--- config.mk ---
export PLATFORM = sky130hd
export DESIGN_NAME = mulf_seq
export DESIGN_NICKNAME = d
export VERILOG_FILES = /design/src/rtl/mulf_pkg.sv /design/src/rtl/mulf_norm_round.sv /design/src/rtl/mulf_seq.sv
export SDC_FILE = /design/constraint.sdc
export NUM_CORES = 1
export LEC_CHECK = 0
export CAP_MARGIN = 10
export CORE_ASPECT_RATIO = 1.75
export CORE_MARGIN = 10
export CORE_UTILIZATION = 55
export DETAILED_ROUTE_END_ITERATION = 10
export PLACE_DENSITY = 0.77
export SLEW_MARGIN = 20
export SYNTH_ARGS = -nofsm -noshare
export SYNTH_HDL_FRONTEND = slang
export SYNTH_SLANG_ARGS = --single-unit
--- constraint.sdc ---
create_clock -name clk -period 6.5 [get_ports clk]
set_input_delay 0.975 -clock clk [delete_from_list [all_inputs] [get_ports clk]]
set_output_delay 0.975 -clock clk [all_outputs]
set_load 0.1 [all_outputs]
--- src/rtl/mulf_pkg.sv ---
// Shared types and constants for the sequential FP32 multiplier and its
// normalize/round stage.
package mulf_pkg;

    typedef enum logic [1:0] {
        IDLE = 2'd0,
        MUL  = 2'd1,
        NORM = 2'd2
    } state_t;

    localparam int FP_W        = 32;
    localparam int FP_EXP_W    = 8;
    localparam int FP_FRAC_W   = 23;
    localparam int FP_SIGN_BIT = FP_W - 1;

    localparam int FP_BIAS    = 127;
    localparam int EXP_MAX    = 255;
    localparam int MUL_CYCLES = 24;

    // Magnitude patterns; the sign bit is prepended by the user.
    localparam logic [FP_W-2:0] FP_QINF_MAG = 31'h7F80_0000;
    localparam logic [FP_W-2:0] FP_ZERO_MAG = '0;

endpackage

--- src/rtl/mulf_norm_round.sv ---
// Combinational normalize, optional round-to-nearest-even (MULF_ROUND_NEAREST_EN)
// and exception packing of a 48-bit mantissa product into an FP32 result.
module mulf_norm_round
    import mulf_pkg::*;
#(
    parameter int EXP_W  = FP_EXP_W,
    parameter int MANT_W = FP_FRAC_W
) (
    input  logic                       i_sign,
    input  logic signed [EXP_W+1:0]    i_exp,
    input  logic [2*MANT_W+1:0]        i_prod,
    input  logic                       i_zero,
    input  logic                       i_inf,
    output logic [EXP_W+MANT_W:0]      o_s,
    output logic                       o_ovf,
    output logic                       o_unf
);

    localparam int PW = 2 * (MANT_W + 1);
    localparam logic signed [EXP_W+1:0] EXP_OVF = (EXP_W + 2)'(EXP_MAX);

    logic                    w_hi;
    logic [MANT_W-1:0]       w_frac_trn;
    logic [MANT_W-1:0]       w_frac;
    logic signed [EXP_W+1:0] w_exp_trn;
    logic signed [EXP_W+1:0] w_exp;

    // Product of two [1,2) mantissas lies in [1,4): the top bit picks the shift.
    assign w_hi       = i_prod[PW-1];
    assign w_frac_trn = w_hi ? i_prod[PW-2 -: MANT_W] : i_prod[PW-3 -: MANT_W];
    assign w_exp_trn  = i_exp + {{(EXP_W+1){1'b0}}, w_hi};

`ifdef MULF_ROUND_NEAREST_EN
    logic            w_guard;
    logic            w_sticky;
    logic            w_inc;
    logic [MANT_W:0] w_frac_rnd;

    assign w_guard    = w_hi ? i_prod[PW-2-MANT_W] : i_prod[PW-3-MANT_W];
    assign w_sticky   = w_hi ? (|i_prod[PW-3-MANT_W:0]) : (|i_prod[PW-4-MANT_W:0]);
    assign w_inc      = w_guard & (w_sticky | w_frac_trn[0]);
    assign w_frac_rnd = {1'b0, w_frac_trn} + {{MANT_W{1'b0}}, w_inc};
    // A carry out means the mantissa rolled over to 2.0: fraction wraps to 0.
    assign w_frac     = w_frac_rnd[MANT_W-1:0];
    assign w_exp      = w_exp_trn + {{(EXP_W+1){1'b0}}, w_frac_rnd[MANT_W]};
`else
    logic w_unused_low;

    assign w_unused_low = ^i_prod[PW-4-MANT_W:0];
    assign w_frac       = w_frac_trn;
    assign w_exp        = w_exp_trn;
`endif

    always_comb begin
        o_s   = '0;
        o_ovf = 1'b0;
        o_unf = 1'b0;
        if (i_zero) begin
            o_s = {i_sign, FP_ZERO_MAG};
        end else if (i_inf) begin
            o_s   = {i_sign, FP_QINF_MAG};
            o_ovf = 1'b1;
        end else if (w_exp >= EXP_OVF) begin
            o_s   = {i_sign, FP_QINF_MAG};
            o_ovf = 1'b1;
        end else if (w_exp[EXP_W+1] || (w_exp == '0)) begin
            o_s   = {i_sign, FP_ZERO_MAG};
            o_unf = 1'b1;
        end else begin
            o_s = {i_sign, w_exp[EXP_W-1:0], w_frac};
        end
    end

endmodule

--- src/rtl/mulf_seq.sv ---
// Sequential FP32 multiplier: 24-cycle shift-add mantissa product, one
// normalize cycle, start/busy/done handshake. Rounding mode via MULF_ROUND_NEAREST_EN.
module mulf_seq
    import mulf_pkg::*;
#(
    parameter int EXP_W  = FP_EXP_W,
    parameter int MANT_W = FP_FRAC_W
) (
    input  logic                  clk,
    input  logic                  rst,
    input  logic                  start,
    input  logic [EXP_W+MANT_W:0] a,
    input  logic [EXP_W+MANT_W:0] b,
    output logic                  busy,
    output logic                  done,
    output logic [EXP_W+MANT_W:0] s,
    output logic                  ovf,
    output logic                  unf
);

    localparam int PW = 2 * (MANT_W + 1);

    state_t                  r_state;
    state_t                  w_state_next;
    logic                    r_sign;
    logic signed [EXP_W+1:0] r_exp;
    logic [MANT_W:0]         r_ma;
    logic [MANT_W:0]         r_mb;
    logic [PW-1:0]           r_acc;
    logic [4:0]              r_cnt;
    logic                    r_zero;
    logic                    r_inf;
    logic                    r_done;
    logic [EXP_W+MANT_W:0]   r_s;
    logic                    r_ovf;
    logic                    r_unf;

    logic [EXP_W-1:0]        w_ea;
    logic [EXP_W-1:0]        w_eb;
    logic signed [EXP_W+1:0] w_exp_sum;
    logic [PW-1:0]           w_addend;
    logic                    w_last;
    logic [EXP_W+MANT_W:0]   w_s;
    logic                    w_ovf;
    logic                    w_unf;

    assign w_ea      = a[EXP_W+MANT_W-1 -: EXP_W];
    assign w_eb      = b[EXP_W+MANT_W-1 -: EXP_W];
    // Unsigned wrap in EXP_W+2 bits yields the correct two's-complement sum.
    assign w_exp_sum = {2'b00, w_ea} + {2'b00, w_eb} - (EXP_W + 2)'(FP_BIAS);
    assign w_addend  = {{(MANT_W+1){1'b0}}, r_ma} << r_cnt;
    assign w_last    = (r_cnt == 5'(MUL_CYCLES - 1));

    always_comb begin
        w_state_next = r_state;
        case (r_state)
            IDLE:    if (start) w_state_next = MUL;
            MUL:     if (w_last) w_state_next = NORM;
            NORM:    w_state_next = IDLE;
            default: w_state_next = IDLE;
        endcase
    end

    always_ff @(posedge clk or posedge rst) begin
        if (rst) r_state <= IDLE;
        else     r_state <= w_state_next;
    end

    always_ff @(posedge clk or posedge rst) begin
        if (rst) begin
            r_sign <= 1'b0;
            r_exp  <= '0;
            r_ma   <= '0;
            r_mb   <= '0;
            r_acc  <= '0;
            r_cnt  <= '0;
            r_zero <= 1'b0;
            r_inf  <= 1'b0;
            r_done <= 1'b0;
            r_s    <= '0;
            r_ovf  <= 1'b0;
            r_unf  <= 1'b0;
        end else begin
            r_done <= 1'b0;
            case (r_state)
                IDLE: begin
                    if (start) begin
                        r_sign <= a[FP_SIGN_BIT] ^ b[FP_SIGN_BIT];
                        r_exp  <= w_exp_sum;
                        r_ma   <= {1'b1, a[MANT_W-1:0]};
                        r_mb   <= {1'b1, b[MANT_W-1:0]};
                        r_acc  <= '0;
                        r_cnt  <= '0;
                        r_zero <= (w_ea == '0) || (w_eb == '0);
                        r_inf  <= (w_ea == '1) || (w_eb == '1);
                    end
                end
                MUL: begin
                    if (r_mb[0]) r_acc <= r_acc + w_addend;
                    r_mb  <= r_mb >> 1;
                    r_cnt <= r_cnt + 5'd1;
                end
                NORM: begin
                    r_s    <= w_s;
                    r_ovf  <= w_ovf;
                    r_unf  <= w_unf;
                    r_done <= 1'b1;
                end
                default: ;
            endcase
        end
    end

    mulf_norm_round #(
        .EXP_W  (EXP_W),
        .MANT_W (MANT_W)
    ) u_norm (
        .i_sign (r_sign),
        .i_exp  (r_exp),
        .i_prod (r_acc),
        .i_zero (r_zero),
        .i_inf  (r_inf),
        .o_s    (w_s),
        .o_ovf  (w_ovf),
        .o_unf  (w_unf)
    );

    assign busy = (r_state != IDLE);
    assign done = r_done;
    assign s    = r_s;
    assign ovf  = r_ovf;
    assign unf  = r_unf;

endmodule
# After elaboration in Yosys (flattened, before gate mapping)
# Cells that the tools add are included.
# word_totals
reg_bits	151
output_inout_bits	36
# op_classes
n_addsub	5
order_cmp	1
eq_ne	8
shift	1
mux	23
n_bitwise	1
n_reduce_logical	13
# op_table
operator	count
31-bit two-way mux	4
48-bit two-way mux	2
48-bit case mux with 2 select lines	1
48-bit adder	1
24-bit case mux with 2 select lines	1
24-bit by 5-bit left shift with 48-bit output	1
24-bit two-way mux	1
23-bit two-way mux	1
8-bit equality test (second input constant)	2
8-bit zero test	2
10-bit by 1-bit adder with 10-bit output	1
10-bit by 9-bit greater-or-equal comparator with 1-bit output (second input constant)	1
10-bit zero test	1
5-bit case mux with 2 select lines	1
9-bit by 7-bit subtractor with 10-bit output (second input constant)	1
8-bit by 8-bit adder with 9-bit output	1
1-bit two-way mux	8
2-bit != test (second input constant)	3
2-bit AND reduction	3
5-bit by 1-bit adder with 5-bit output (second input constant)	1
5-bit equality test (second input constant)	1
5-bit two-way mux	1
2-bit two-way mux	2
2-bit case mux with 2 select lines	1
other kinds (7)	10

# Logic depth before layout (Yosys ltp)
# Gate-level depths: netlist of run 1.
# logic_depth
depth_word	7
depth_mapped	22
ltp_nobuf	19

# By module
# Synthesis of run 1 repeated with hierarchy kept, for this count alone.
# hier_totals
hier_cells	1295
hier_area_um2	11234.5
# modules_own_cells
mod	n_inst	cells_each	area_each_um2	seq_area_each_um2
mulf_seq	1	1173	10213.5	3778.6
mulf_norm_round	1	122	1021.0	0.0

# Worst setup path before layout of run 1
# Ideal clock, no wire load.
# synth_timing
kind	register -> register
startpoint	register r_cnt[1]
endpoint	register r_acc[47]
setup_ns	0.082
arrival_time_ns	4.289
path_slack_ns	2.129
stages_incl_launch_ff	18
path_buffers	4
synth_period_minus_slack_ns	4.371
cell_sequence	dfrtp_1 > clkbuf_1 > clkbuf_1 > buf_2 > mux4_2 > mux2i_1 > mux2_2 > a21oi_1 > ha_1 > clkbuf_1 > nand3_1 > or4b_1 > a2111oi_1 > o21ai_1 > a21oi_2 > o31ai_1 > mux2i_1 > mux2i_1
# synth_between
elab_chain_cells	4
# synth_lines
element	line	rtl
start: declaration	mulf_seq.sv:30	logic [4:0] r_cnt;
start signal: assignment	mulf_seq.sv:101	r_cnt <= r_cnt + 5'd1;
24-bit by 5-bit left shift with 48-bit output	mulf_seq.sv:51	assign w_addend = {{(MANT_W+1){1'b0}}, r_ma} << r_cnt;
48-bit adder	mulf_seq.sv:99	if (r_mb[0]) r_acc <= r_acc + w_addend;
48-bit two-way mux	mulf_seq.sv:99	
48-bit case mux with 2 select lines	mulf_seq.sv:85	case (r_state)
end signal: assignment	mulf_seq.sv:99	
end: declaration	mulf_seq.sv:29	logic [PW-1:0] r_acc;
# Every way passes these cells. The select of a mux whose other input is x is not followed.
# A chain may end at the register's enable or synchronous reset.

# Final worst setup path of run 1
# layout_timing
startpoint	register r_cnt[1]
endpoint	register r_acc[44]
# Same word-level chain as after synthesis.

==> flow_summary.json, run 1 <==
{
  "critical_path.reg2reg.endpoint": "r_acc[44]$_DFFE_PP0P_",
  "timing.reg2reg.setup_slack_ns": 1.24,
  "die_h_um": 204,
  "run_status": "finished, final reports clean",
  "h_tree_lvls": 4,
  "place_congestion": 1.01,
  "total_wire_length_after_detailed_routing_um": 28300,
  "drt_iter0_markers": 554,
  "die_width_um": 125,
  "core_region_area_mm2": 0.0190,
  "postLayoutSetupSlackWorst_ns": 1.24,
  "synth.avg_cell_area_um2": 8.41,
  "grt_antenna_before_repair": 0,
  "dr.pass1.iters": 5,
  "path_clk_slew_ns": 0.06,
  "start_util_pct": 55.7,
  "final_cell_count_no_fill": 1575,
  "grt_setup_unrepaired": "no",
  "die_area_mm2": 0.0254,
  "topRoutingLayerUsed": "met4",
  "r2r.worst_path.cells": 16,
  "met1Wirelength_um": 11100,
  "yosys.area_share.xor_xnor_pct": 4.96,
  "vias_per_cell": 5.91,
  "synth-async-reset-ratio_pct": 100,
  "yosys.area_share.simple_pct": 18.6,
  "slew_viol_final": 0,
  "area_growth_pct": 16.4,
  "floorplan.rows": 67,
  "slew_margin_rel_pct": 29.8,
  "setup-tns-final_ns": 0,
  "final.min_clock_period_ns": 5.26,
  "place.port_buffers": 102,
  "synth-edff-count": 0,
  "gr-total-overflow": 0,
  "cells_after_synthesis": 1259,
  "dp_cells": 1542,
  "mappedNetlistNets": 1393,
  "leakage_power_summed_over_all_cells_nw": 5.73,
  "track_usage_pct": 22.2,
  "cts_inserted_buffers": 17,
  "max-clock-path-buffers": 2,
  "timing.critical_path.arrival_ns": 5.56,
  "final_net_count": 1455,
  "setup.worst_path.class": "reg -> reg",
  "cts_setup_buffers": 0,
  "insertedDiodeCount": 0,
  "achievable_frequency_mhz": 190,
  "r2r_start": "r_cnt[1]$_DFFE_PP0P_",
  "hold_violations": 0,
  "routed-wl-met2_um": 14800,
  "drc_violations_left": 0,
  "yosysUniqueCellTypes": 74,
  "timing.final.setup_violations": 0,
  "timing.critical_path.to": "r_acc[44]$_DFFE_PP0P_",
  "endpoint_kind": "flop",
  "tritoncts": "yes",
  "power_density_mw_per_mm2": 576,
  "clock_tree.root_cell": "clkbuf_16",
  "wire_length_of_the_first_global_routing_pass_um": 46800,
  "worst_skew_pair.late_latency_ns": 0.43,
  "dpl-instance-area_mm2": 0.0117,
  "worst_pin_slew_ns": 1.05,
  "critPathRequiredTime_ns": 6.80,
  "wl_per_cell_um": 18.0,
  "via_count": 9316,
  "fraction_of_synthesized_area_in_multiplexers_pct": 9.28,
  "maxCapViolCount": 0,
  "finish.instance_area_mm2": 0.0123,
  "finalPower_mw": 7.10,
  "synth_adder_area_share_pct": 8.05,
  "cts-resized-gates": 0,
  "cts.hold.buffers_added": 0,
  "worst_setup_path_start_kind": "flop",
  "final_antenna_net_count": 0,
  "pin_count": 103,
  "post-place-ws_ns": 1.35,
  "finish.utilization_pct": 64.8,
  "synth_top_family_by_area": "compound AO/OA/AOI/OAI gates",
  "wl_met3_um": 1030,
  "timing.final.crit_share_pct": 80.9,
  "clock_sink_total": 151,
  "postSynthRegisterBits": 151,
  "synth_warn": 0,
  "skew_ns": 0.00706,
  "ys_dominant_reg_cell": "dfrtp_1",
  "drive_gt1_share_pct": 6.75,
  "fin_hold_ws_ns": 0.477,
  "grt_start_max_net_pins": 110,
  "power.ir.vdd_worst_mv": 0.269,
  "first_global_vias": 9435,
  "place_hpwl_um": 21400,
  "synthesis.area_mm2": 0.0106,
  "cp_max_fo": 20,
  "startpoint": "r_cnt[1]$_DFFE_PP0P_",
  "compound_gate_fraction_of_synth_area_pct": 19.6,
  "seq_area_frac_synth_pct": 35.7,
  "worstHoldPathType": "reg -> reg"
}
-- cell usage in the layout (no fill, tap or decap), drive strengths merged, types with 18 or more instances in the layout --
cell type and count:
a21oi 66, nand2 288, clkbuf 20, dfrtp 151, xnor2 30, a21o 35
clkdlybuf4s50 102, mux2i 60, a22oi 23, o21ai 129, o22ai 18, nor2 76
nand3 24, mux2 18, ha 65, inv 27, xor2 30
-- power by group --
group,switching (mW),total (mW),leakage [nW],internal [mW]
combinational,2.78,4.47,3.60,1.69
clock,0.413,1.00,0.291,0.592
sequential,0.346,1.63,1.84,1.28
total,3.54,7.10,5.73,3.57
-- cell type report --
type	count	area (um2)
clock buffer	20	457
multi-input combinational	1012	6420
clock inverter	12	143
fill	1627	6700
tap	241	302
inverter	24	95.1
sequential	151	3780
timing repair buffer	115	1140
-- worst max-delay path, cell delays in order (launching register included) --
cell and delay, ns:
dfrtp_1 0.75, buf_4 0.38, mux2i_1 0.14, mux2_2 0.29
nor2_1 0.17, a21oi_1 0.15, mux2_2 0.32, nor2_1 0.37
ha_1 0.37, a21oi_1 0.23, o21ai_1 0.14, o41ai_1 0.48
a21boi_1 0.50, o21ai_1 0.30, a21o_1 0.24, xnor2_1 0.19
o21ai_1 0.08
-- sequential cells by signal, summed over array words and instances (netlist names) --
| name | count |
|---|---|
| ovf | 1 |
| r_inf | 1 |
| r_cnt | 5 |
| unf | 1 |
| r_mb | 24 |
| r_ma | 24 |
| r_state | 2 |
| r_zero | 1 |
| s | 32 |
| done | 1 |
| r_sign | 1 |
| r_exp | 10 |
| r_acc | 48 |
-- cell families (layout without fill, tap and decap cells) --
logic type	Yosys count	in the layout
AND/OR/NAND/NOR	464	464
AO/OA/AOI/OAI	335	335
flip-flops	151	151
buffers and inverters	96	171
multiplexers	86	86
adder cells (fa/ha/maj)	67	67
XOR/XNOR	60	60
-- cell usage after synthesis (4+ instances only) --
cell      number  area share, %
nand2_1      287             10
dfrtp_1      151             36
nor2_1        76            2.7
o21ai_1       68            3.2
ha_1          65            7.7
a21oi_1       63            3.0
mux2i_1       60            5.7
o21ai_0       60            2.8
clkbuf_1      57            2.0
a21o_1        32            2.3
xnor2_1       30            2.5
xor2_1        30            2.5
nand3_1       24            1.1
a22oi_1       23            1.6
inv_1         22           0.78
o22ai_1       18            1.1
mux2_2        17            1.8
nand4_1       14           0.83
a31oi_1       13           0.77
nor3_1        12           0.57
and2_1         8           0.47
mux4_2         8            1.7
nand2b_1       8           0.47
nor2b_1        7           0.41
nor4_1         7           0.41
a22o_1         6           0.50
and3_1         6           0.35
o21bai_1       6           0.43
a211oi_1       4           0.28
buf_1          4           0.14
buf_2          4           0.19
o211ai_1       4           0.28
o21a_1         4           0.28
-- metal layers --
metal  track usage, %  vias up
li1                 -     4577
met1             23.9     4435
met2             39.8      224
met3             3.95       80
met4             12.8        0
met5                0        -
-- worst min-delay path by stage --
stage | start | endpoint | slack [ns] | cells after the start
2_1_floorplan | r_sign$_DFFE_PP0P_ | r_sign$_DFFE_PP0P_ | 0.45 | 2
3_3_place_gp | r_mb[12]$_DFFE_PP0P_ | r_mb[12]$_DFFE_PP0P_ | 0.46 | 2
3_5_place_dp | r_mb[12]$_DFFE_PP0P_ | r_mb[12]$_DFFE_PP0P_ | 0.46 | 2
4_1_cts | r_mb[12]$_DFFE_PP0P_ | r_mb[12]$_DFFE_PP0P_ | 0.48 | 2
5_1_grt | r_mb[10]$_DFFE_PP0P_ | r_mb[10]$_DFFE_PP0P_ | 0.50 | 2
6_report | r_mb[22]$_DFFE_PP0P_ | r_mb[22]$_DFFE_PP0P_ | 0.48 | 2
No activity file was read; power rests on OpenSTA's default activity.
==> inputs of run 2 (changes only) <==
Clock period 6.5 ns to 5.2 ns, I/O delays scaled along.
==> flow_summary.json, run 2 (synthesis results as in run 1) <==
{
  "worst_setup_path_start_kind": "flop",
  "hold_path_end": "r_sign$_DFFE_PP0P_",
  "floorplan.rows": 67,
  "insertedDiodeCount": 0,
  "start_util_pct": 55.7,
  "hold_path.startpoint": "r_sign$_DFFE_PP0P_",
  "largest_register": "r_acc",
  "timing.final.setup_violations": 0,
  "global_route_met2_utilization_pct": 42.0,
  "grt_start_max_net_pins": 79,
  "leakage_power_summed_over_all_cells_nw": 5.75,
  "core_region_area_mm2": 0.0190,
  "place_hpwl_um": 21700,
  "grtUsageMet1_pct": 23.0,
  "place_congestion": 0.978,
  "area_growth_pct": 17.1,
  "track_usage_pct": 22.3,
  "dr.pass1.iters": 5,
  "fin_hold_ws_ns": 0.480,
  "die_width_um": 125,
  "first_global_vias": 9617,
  "hold_depth": 2,
  "cts_inserted_buffers": 17,
  "place.port_buffers": 102,
  "run_status": "finished, final reports clean",
  "final_net_count": 1463,
  "r2r_start": "r_cnt[0]$_DFFE_PP0P_",
  "drive_gt1_share_pct": 7.60,
  "drt_iter0_markers": 544,
  "die_h_um": 204,
  "number_of_flip_flops_under_the_largest_register_name": 48,
  "layout_common_cells": "nand2_1, dfrtp_1, clkdlybuf4s50_1",
  "achievable_frequency_mhz": 201,
  "timing.final.crit_share_pct": 95.8,
  "grt_most_used_layer": "met2",
  "finish.instance_area_mm2": 0.0124,
  "wl_per_cell_um": 18.0,
  "clock_tree.root_cell": "clkbuf_16",
  "timing.critical_path.arrival_ns": 5.35,
  "gr-total-overflow": 0,
  "tritoncts": "yes",
  "cp_max_fo": 15,
  "dpl-instance-area_mm2": 0.0118,
  "most_common_cell_after_layout_fill_and_taps_aside": "nand2_1",
  "postLayoutSetupSlackWorst_ns": 0.221,
  "worst_skew_pair.late_latency_ns": 0.45,
  "vias_per_cell": 5.92,
  "slew_margin_rel_pct": 32.8,
  "grt_util_met3_pct": 4.52,
  "max-clock-path-buffers": 2,
  "maxCapViolCount": 0,
  "drc_violations_left": 0,
  "skew_ns": 0.0115,
  "critical_path.reg2reg.endpoint": "r_acc[47]$_DFFE_PP0P_",
  "total_wire_length_after_detailed_routing_um": 28500,
  "grt_antenna_before_repair": 0,
  "power.ir.vdd_worst_mv": 0.328,
  "timing.reg2reg.setup_slack_ns": 0.22,
  "final_antenna_net_count": 0,
  "power_density_mw_per_mm2": 723,
  "r2r.worst_path.cells": 16,
  "worstHoldPathType": "reg -> reg",
  "critPathRequiredTime_ns": 5.57,
  "setup-tns-final_ns": 0,
  "final.min_clock_period_ns": 4.98,
  "endpoint_kind": "flop",
  "setup.worst_path.class": "reg -> reg",
  "worst_pin_slew_ns": 1.01,
  "finish.utilization_pct": 65.2,
  "post-place-ws_ns": 0.0363,
  "pin_count": 103,
  "path_clk_slew_ns": 0.07,
  "die_area_mm2": 0.0254,
  "slew_viol_final": 0,
  "h_tree_lvls": 4,
  "hold_violations": 0,
  "via_count": 9364,
  "cts_setup_buffers": 0,
  "wire_length_of_the_first_global_routing_pass_um": 47500,
  "clock_sink_total": 151
}
[run 2: cell type report]
class | instances | area (um2)
multi-input cells | 1012 | 6420
clock inverters | 14 | 163
well taps | 241 | 302
repair buffers | 123 | 1220
clock buffers | 18 | 429
fillers | 1646 | 6620
flip-flops and latches | 151 | 3780
inverters | 24 | 95.1
[run 2: power breakdown]
part	internal (mW)	total (mW)	switching, mW
combinational	2.18	5.66	3.49
clock	0.719	1.26	0.542
sequential	1.60	2.04	0.440
[run 2: worst max path at each step]
stage / start / endpoint / slack, ns / depth (start not counted)
after floorplan: rst / done$_DFF_PP0_ / 0.36 / 1
after global placement: r_cnt[0]$_DFFE_PP0P_ / r_acc[47]$_DFFE_PP0P_ / 0.01 / 16
after detailed placement: r_cnt[0]$_DFFE_PP0P_ / r_acc[47]$_DFFE_PP0P_ / 0.04 / 16
after CTS: r_cnt[0]$_DFFE_PP0P_ / r_acc[47]$_DFFE_PP0P_ / 0.01 / 16
after global routing: r_cnt[1]$_DFFE_PP0P_ / r_acc[47]$_DFFE_PP0P_ / -0.12 / 18
final: r_cnt[0]$_DFFE_PP0P_ / r_acc[47]$_DFFE_PP0P_ / 0.22 / 16
[run 2: layer usage]
| metal | part of all wire [%] | wire length (um) |
|---|---|---|
| met5 | 0 | 0 |
| met4 | 4.0 | 1140 |
| met3 | 4.6 | 1310 |
| met2 | 54 | 15400 |
| met1 | 37 | 10600 |
[run 2: worst max-delay path: stages, from the launching register on]
cell       delay [ns]
dfrtp_2          0.59
mux4_2           0.57
mux2i_1          0.34
nand2_1          0.11
o21ai_0          0.27
o22ai_1          0.19
ha_1             0.40
nand2_1          0.13
nor3_1           0.36
or4b_1           0.52
a2111oi_2        0.46
buf_4            0.21
o21ai_1          0.09
a21oi_2          0.17
o31ai_1          0.10
mux2i_1          0.19
mux2i_1          0.20
[run 2: per-stage QoR]
stage,power [mW],cells
floorplan,6.22,1259
global placement,7.55,1551
detailed placement,7.62,1551
CTS,8.92,1583
global route,9.70,1583
finish,8.97,1583
[run 2: what timing repair did]
action                                  in CTS  in global routing
endpoints found under the setup margin       0                  7
gates resized for setup                      0                  4
hold buffers                                 0                  0
